## src/rtl/fp_ctrl_pkg.sv

```systemverilog
// Shared definitions for the floating-point unit control blocks:
// sequencer states and IEEE-754 single-precision constants.
package fp_ctrl_pkg;

    localparam int FP_W = 32;
    localparam logic [FP_W-1:0] FP_QNAN = 32'h7FC0_0000;

    typedef enum logic [1:0] {
        IDLE    = 2'd0,
        ISSUE   = 2'd1,
        WAIT    = 2'd2,
        RESPOND = 2'd3
    } fp_state_e;

endpackage

```

## src/rtl/rr_priority_picker.sv

```systemverilog
// Combinational round-robin picker: first set request bit scanning upward
// from the slot after the last grant, wrapping at NREQ.
module rr_priority_picker #(
    parameter int NREQ = 4,
    parameter int LW   = $clog2(NREQ)
) (
    input  logic [NREQ-1:0] req,
    input  logic [LW-1:0]   last,
    output logic [NREQ-1:0] grant,
    output logic [LW-1:0]   idx,
    output logic            valid
);

    logic [LW-1:0] k;

    always_comb begin
        grant = '0;
        idx   = '0;
        valid = 1'b0;
        k     = '0;
        for (int i = 0; i < NREQ; i++) begin
            k = LW'((int'(last) + 1 + i) % NREQ);
            if (!valid && req[k]) begin
                valid    = 1'b1;
                grant[k] = 1'b1;
                idx      = k;
            end
        end
    end

endmodule

```

## src/rtl/fp_unit_arbiter.sv

```systemverilog
// Shares one start/done floating-point unit among NREQ requesters with
// round-robin selection, a WAIT watchdog and a one-cycle ack per result.
module fp_unit_arbiter
    import fp_ctrl_pkg::*;
#(
    parameter int NREQ    = 4,
    parameter int DW      = 32,
    parameter int TIMEOUT = 256,
    parameter int TW      = 9
) (
    input  logic                clk,
    input  logic                reset_n,
    input  logic [NREQ-1:0]     req,
    input  logic [NREQ*DW-1:0]  req_data,
    output logic [NREQ-1:0]     ack,
    output logic [DW-1:0]       rsp_result,
    output logic                rsp_err,
    output logic                busy,
    output logic                unit_start,
    output logic [DW-1:0]       unit_data,
    input  logic                unit_done,
    input  logic [DW-1:0]       unit_result
);

    localparam int LW = $clog2(NREQ);

    logic [NREQ-1:0][DW-1:0] ops;
    assign ops = req_data;

    fp_state_e       state;
    logic [LW-1:0]   last;
    logic [NREQ-1:0] gnt_q;
    logic [TW-1:0]   cnt;

    logic [NREQ-1:0] pick_gnt;
    logic [LW-1:0]   pick_idx;
    logic            pick_vld;

    rr_priority_picker #(
        .NREQ (NREQ),
        .LW   (LW)
    ) u_pick (
        .req   (req),
        .last  (last),
        .grant (pick_gnt),
        .idx   (pick_idx),
        .valid (pick_vld)
    );

    always_ff @(posedge clk) begin
        if (!reset_n) begin
            state      <= IDLE;
            last       <= LW'(NREQ - 1);
            gnt_q      <= '0;
            cnt        <= '0;
            ack        <= '0;
            rsp_result <= '0;
            rsp_err    <= 1'b0;
            busy       <= 1'b0;
            unit_start <= 1'b0;
            unit_data  <= '0;
        end else begin
            case (state)
                IDLE: begin
                    // Operand is sampled only here, so later req_data churn is harmless.
                    if (pick_vld) begin
                        gnt_q      <= pick_gnt;
                        last       <= pick_idx;
                        unit_data  <= ops[pick_idx];
                        unit_start <= 1'b1;
                        busy       <= 1'b1;
                        state      <= ISSUE;
                    end
                end
                ISSUE: begin
                    unit_start <= 1'b0;
                    cnt        <= '0;
                    state      <= WAIT;
                end
                WAIT: begin
                    // A done arriving on the last watchdog cycle still delivers a real result.
                    if (unit_done) begin
                        rsp_result <= unit_result;
                        rsp_err    <= 1'b0;
                        ack        <= gnt_q;
                        state      <= RESPOND;
                    end else if (cnt == TW'(TIMEOUT - 1)) begin
                        rsp_result <= DW'(FP_QNAN);
                        rsp_err    <= 1'b1;
                        ack        <= gnt_q;
                        state      <= RESPOND;
                    end else begin
                        cnt <= cnt + TW'(1);
                    end
                end
                RESPOND: begin
                    ack     <= '0;
                    rsp_err <= 1'b0;
                    busy    <= 1'b0;
                    state   <= IDLE;
                end
                default: state <= IDLE;
            endcase
        end
    end

endmodule

```

## config.mk

```make
export PLATFORM = sky130hd
export DESIGN_NAME = fp_unit_arbiter
export DESIGN_NICKNAME = d
export VERILOG_FILES = /design/src/rtl/fp_ctrl_pkg.sv /design/src/rtl/rr_priority_picker.sv /design/src/rtl/fp_unit_arbiter.sv
export SDC_FILE = /design/constraint.sdc
export NUM_CORES = 1
export LEC_CHECK = 0
export ABC_AREA = 1
export BUFFER_PORTS_ARGS = -buffer_cell sky130_fd_sc_hd__buf_2
export CAP_MARGIN = 20
export CORE_MARGIN = 5
export CORE_UTILIZATION = 40
export CTS_CLUSTER_DIAMETER = 60
export DETAILED_ROUTE_END_ITERATION = 6
export MAX_ROUTING_LAYER = met4
export PLACE_DENSITY = 0.8
export SLEW_MARGIN = 20
export SYNTH_ARGS = -nofsm -noshare
export SYNTH_HDL_FRONTEND = slang
export SYNTH_SLANG_ARGS = --single-unit
```

## constraint.sdc

```tcl
create_clock -name clk -period 5.55 [get_ports clk]
set_input_delay 0.555 -clock clk [delete_from_list [all_inputs] [get_ports clk]]
set_output_delay 0.555 -clock clk [all_outputs]
set_load 0.05 [all_outputs]
```

==> flow_summary.ini, run 1 <==
[outcome]
status = completed

[timing]
slew_headroom_pct = 28.3
rsz0062_at_grt = no
min_period_ps = 4230
setup_viol = 0
tightestPinTransition_ps = 1070
drv_slew = 0
tns_ps = 0
period_share_pct = 76.2
skew_ps = 11.0
hold_viol_final = 0
fmax_mhz = 236

[cells_and_area]
syn_to_final_growth_pct = 28.2
layout-drive-gt1-share_pct = 27.8
layout.nets = 1219
utilization_pct = 51.7
num-fill-cells = 1331

[synth]
async_flop_share_pct = 0
ys.flop_type = dfxtp_1
synth_edf_count = 0
yosys.area.top_type = dfxtp_1
syn_area_um2 = 5280
synth.most_common_cell = nand2_1
synth-seq-cells = 88
synth-seq-area-share_pct = 33.4
ys_types = 31
synthTopCellsByCount = nand2_1, inv_1, nor2_1
ys_top_cells_by_area = dfxtp_1, nand2_1, inv_1, nor2_1, nand3_1
yosys_warnings = 0
synth_top_area_share_pct = 33.4
syn-instance-count = 833
avgSynthCellArea_um2 = 6.33
syn-num-nets = 1012

[worst_hold_path]
hold_path_class = reg2reg

[floorplanning]
fp.dieH_um = 125
die_area_um2 = 15600
fp.dieW_um = 125
core_area_um2 = 13100
io_pins = 238
rows = 42
initial_core_util_pct = 40.3

[pwr]
power_frac_comb_pct = 65.7
intPower_w = 0.00191
switching_power_w = 0.00234
p_leak_nw = 3.66
pwr-share-clk_pct = 13.6
seq_power_share_pct = 20.7
p_per_area_nw_per_um2 = 628
max-vdd-ir-drop_v = 0.000563
switching_share_pct = 55.1

[worst_setup_path]
worstPathMaxFanout = 82
crit_arrival_ps = 4500
worstSetupEndpointType = flop
worstPathRequired_ps = 5820
r2r_slack_ps = 1320
path_class = reg2reg
cp-start-kind = flop

[detailed_routing]
wl_met1_um = 6780
wl_met2_um = 7280
firstDrtPassIters = 5
vias_per_cell = 4.81
routed_wl_um = 15800
ant_nets = 0
drc = 0
top_layer = met4
wl_per_cell_um = 12.9
first_iter_violations = 358
met3WireLength_um = 1390
vias = 5876

[global_routing]
grt_start_max_net_pins = 83
grt_pass1_wl_um = 25300
first_global_vias = 5391
grt_antenna_before_repair = 1
groute.usage.overall_pct = 19.9
grt_remaining_overflow = 0

[cts]
clock_sinks = 88
htree_levels = 3
cts_buffer_depth = 2
cts_root_buf = clkbuf_16
cts-resized-gates = 0
clk_latency_ps = 340
cts_tree = built
cts_inserted_buffers = 9
clk_pin_slew_worst_paths_ps = 70
cts_hold_buf = 0
post-cts-setup-buffers = 0

[flow_run]
maxCapViolations = 0

[placed_design]
place_congestion = 0.936
io_buffer_count = 237
dpl.hpwl_um = 11800
==> flip-flops by register name, summed over array words and instances, names as in the netlist <==
signal,cells
rsp_result,32
unit_data,32
cnt,9
ack,4
gnt_q,4
last,2
state,2
busy,1
rsp_err,1
unit_start,1
==> final cells by class <==
cell class / count / area [µm²] / area share, %
Clock inverter: 6 / 52.6 / 0.777
Multi-Input combinational cell: 566 / 2780 / 41.1
Antenna cell: 1 / 2.50 / 0.0370
Timing Repair Buffer: 239 / 1200 / 17.8
Clock buffer: 10 / 229 / 3.39
Tap cell: 176 / 220 / 3.26
Sequential cell: 88 / 1760 / 26.1
Inverter: 136 / 517 / 7.64
==> power by group through the flow <==
| stage | Combinational, W | Clock (W) | Sequential [W] |
|---|---|---|---|
| after detailed placement | 0.00277 | 0 | 0.000891 |
| after global placement | 0.00276 | 0 | 0.000887 |
| after floorplan | 0.00190 | 0 | 0.00131 |
| after CTS | 0.00279 | 0.000600 | 0.000879 |
| after global routing | 0.00310 | 0.000623 | 0.000898 |
| final | 0.00279 | 0.000580 | 0.000879 |
==> worst paths after layout <==
check | startpoint | endpoint | cells past startpoint
worst max register to register | last[0] | unit_data[0] | 14
worst min register to register | rsp_result[22] | rsp_result[22] | 2
worst min-delay path | rsp_result[22] | rsp_result[22] | 2
worst max-delay path | last[0] | unit_data[0] | 14
==> stage by stage <==
stage	hold slack [ps]	power, W	cells	setup WS [ps]	area (µm²)
2_1_floorplan	443	0.00321	833	3360	5280
4_1_cts	444	0.00427	1221	1360	6760
3_3_place_gp	429	0.00364	1205	1470	6480
5_1_grt	459	0.00463	1222	978	6760
3_5_place_dp	434	0.00367	1205	1390	6480
6_report	442	0.00425	1222	1320	6760
==> worst max-delay path, stage by stage (launching register included) <==
cell	delay [ps]
dfxtp_1	570
inv_4	130
ha_1	340
inv_1	80
nand3_1	110
nand2_2	120
inv_2	100
a21oi_1	60
nand2_1	780
nand3_4	920
inv_2	550
nand2_1	100
nand3_1	100
nand2_1	50
nor2_1	110
==> cell families (layout without fill, tap and decap cells) <==
| kind of cell | count (synthesis) | in the layout | share of synthesized area, % |
|---|---|---|---|
| AOI/OAI and AO/OA | 96 | 96 | 9.32 |
| and+or+nand+nor | 458 | 458 | 40.4 |
| DFF | 88 | 88 | 33.4 |
| other | 0 | 1 | 0 |
| buffers and inverters | 179 | 391 | 14.0 |
| adders and majority gates | 12 | 12 | 2.85 |
==> cell usage in the layout (no fill, tap or decap), drive strengths merged <==
cell,count
inv,137
clkbuf,10
o22ai,3
a31oi,4
a21oi,60
nor3,4
clkinv,3
dfxtp,88
o21ai,28
clkinvlp,2
nand3,78
nor2,109
ha,12
nand2,217
nor3b,16
nand4,34
a211oi,1
buf,239
diode,1
==> routing by layer <==
layer	track usage (%)	up-vias
met2	31.4	247
met5	-	-
met4	6.95	0
met1	25.1	2569
li1	-	3037
met3	4.42	23
No activity file was read; power rests on OpenSTA's default activity.
==> run 2: changes to the inputs <==
- ABC_AREA: 1 -> 0
- PLACE_DENSITY: 0.8 -> 0.82
- clock period: 5.55 -> 3.4 ns (I/O delays scaled with it)
==> run 2 against run 1 <==
  * Power rose by 53%
  * Synthesized area rose by 4.6%
  * Sequential share of layout area down 1.3 points
  * Final area up 5.1%
  * Hold slack worse by 190 ps
  * Critical endpoint is now unit_data[30]
==> flow_summary.ini, run 2 <==
[cts]
cts_buffer_depth = 2
clk_latency_ps = 350
cts-resized-gates = 0
clk_pin_slew_worst_paths_ps = 70
cts_hold_buf = 0
cts_root_buf = clkbuf_16
cts_tree = built
clock_sinks = 88
cts_inserted_buffers = 9
htree_levels = 3
post-cts-setup-buffers = 0

[floorplanning]
rows = 43
io_pins = 238
fp.dieW_um = 127
die_area_um2 = 16200
core_area_um2 = 13700
fp.dieH_um = 127
initial_core_util_pct = 40.2

[cells_and_area]
multi_input_area_um2 = 3340
layout_common_cells = buf_2, dfxtp_1, nand2_1
layout.nets = 993
syn_to_final_growth_pct = 28.9
reg_top3 = rsp_result x32, unit_data x32, cnt x9
design_area_um2 = 7110
layout_commonest_cell = buf_2
num-fill-cells = 1261
seqCellArea_um2 = 1760
antenna_cells = 0
layout-drive-gt1-share_pct = 43.0

[worst_setup_path]
cp_top_family = compound AO/OA/AOI/OAI gates
path_class = reg2reg
crit_slowest_cell = buf_4
worstSetupEndpointType = flop
crit_path_start = last[0]
crit_top_cell = buf_4
crit_path_max_incr_delay_ps = 550
cp_num_buf_inv = 2
r2r_start = last[0]
crit_arrival_ps = 3240
crit_chain = buf_4, mux2i_1, nand2_1, o22a_1, o311ai_4, buf_4, a31oi_1, a21boi_2, o31ai_2
worstPathRequired_ps = 3660
worstPathMaxFanout = 64
cp-start-kind = flop

[pwr]
p_per_area_nw_per_um2 = 916
max-vdd-ir-drop_v = 0.000492
p_leak_nw = 3.30

[timing]
drv_slew = 0
setup_ws_ps = 421
tightestPinTransition_ps = 840
hold_slack_ps = 253
setup_viol = 0
min_period_ps = 2980
slew_headroom_pct = 44.0
period_share_pct = 87.6
tns_ps = 0
skew_ps = 7.36
fmax_mhz = 336
hold_viol_final = 0
rsz0062_at_grt = no

[synth]
synth-seq-area-share_pct = 31.9
synth_simple_gate_area_share_pct = 15.2
synth.most_common_cell = dfxtp_1
ys.flop_type = dfxtp_1
synth_compound_area_share_pct = 32.9
synth_top_area_share_pct = 31.9
synthTopCellsByCount = dfxtp_1, nand2_1, a21oi_1
async_flop_share_pct = 0
avgSynthCellArea_um2 = 9.12
synth_edf_count = 0
ys_types = 55
yosys.area.top_type = dfxtp_1
ys_top_cells_by_area = dfxtp_1, a211oi_2, o31ai_2, mux2i_1, o221ai_1
synth_top_family_by_area = compound AO/OA/AOI/OAI gates
synthAdderAreaFrac_pct = 2.72
synth-seq-cells = 88
synthMuxAreaShare_pct = 8.35
synth-xor-area-share_pct = 0.794
syn-num-nets = 784
syn_area_um2 = 5520
syn-instance-count = 605
yosys_warnings = 0

[global_routing]
grt_pass1_wl_um = 27000
grt_remaining_overflow = 0
groute.usage.overall_pct = 21.1
first_global_vias = 5545
grt_start_max_net_pins = 65
grt_antenna_before_repair = 0

[placed_design]
pre_cts_ws_ps = 455
dpl.hpwl_um = 12800
place_congestion = 0.859
place_area_um2 = 6830
io_buffer_count = 237

[detailed_routing]
routed_wl_um = 17100
first_iter_violations = 351
vias_per_cell = 5.50
drc = 0
vias = 5490
ant_nets = 0
firstDrtPassIters = 4
wl_per_cell_um = 17.1

[flow_run]
maxCapViolations = 0

[worst_hold_path]
hold_start = unit_result[18]
hold_path_class = in2reg

[outcome]
status = completed
-- run 2: changes by cell type in the layout (fill, tap and decap cells not counted), moves of 31 or more --
cell,change
nor2_1,-90
nand3_1,-71
nor2b_1,+35
inv_1,-89
o221ai_1,+31
nand2_1,-155
mux2i_1,+34
and3_1,+33
-- run 2: final cells by class --
class / count / area share, %
timing repair buffer: 253 / 19.1
sequential: 88 / 24.8
clock inverter: 5 / 0.546
inverter: 38 / 2.01
tap: 180 / 3.17
clock buffer: 11 / 3.41
multi-input combinational: 424 / 47.0
-- run 2: report_power, final --
part	total, W	switching [W]	internal [W]	leakage [nW]
logic	0.00416	0.00265	0.00151	2.44
registers	0.00139	0.000127	0.00126	0.719
clock network	0.000956	0.000434	0.000523	0.137
-- run 2: worst register-to-register path: stages, from the launching register on --
cell,delay [ps]
dfxtp_2,360
buf_4,270
mux2i_1,430
nand2_1,100
o22a_1,310
o311ai_4,300
buf_4,550
a31oi_1,180
a21boi_2,180
o31ai_2,220
-- run 2: layer usage --
layer	track usage, %	up-vias	wire length (µm)	share of wire, %
li1	-	2673	-	-
met5	-	-	0	0
met3	5.10	27	1540	9.0
met4	7.32	0	372	2.2
met2	35.7	268	8050	47
met1	24.5	2522	7150	42
-- run 2: path summary, 6_finish.rpt --
| check | endpoint | slack (ps) | cells past startpoint |
|---|---|---|---|
| max | unit_data[30] | 420 | 9 |
| min | rsp_result[18] | 250 | 3 |
| max reg2reg | unit_data[30] | 420 | 9 |
| min reg2reg | unit_data[19] | 450 | 2 |
-- run 2: logic make-up after synthesis --
logic type / Yosys count
muxes: 40
buffers and inverters: 93
xor gates and xnor gates: 5
adders and majority gates: 12
and+or+nand+nor: 160
AOI/OAI and AO/OA: 207
DFF: 88
-- run 2: per-stage QoR --
step / instances / power [W] / util [%]
final: 999 / 0.00651 / 51.8
after global routing: 999 / 0.00693 / 51.8
after CTS: 999 / 0.00654 / 51.8
after detailed placement: 983 / 0.00557 / 49.8
after global placement: 983 / 0.00551 / 49.8
after floorplan: 605 / 0.00471 / -
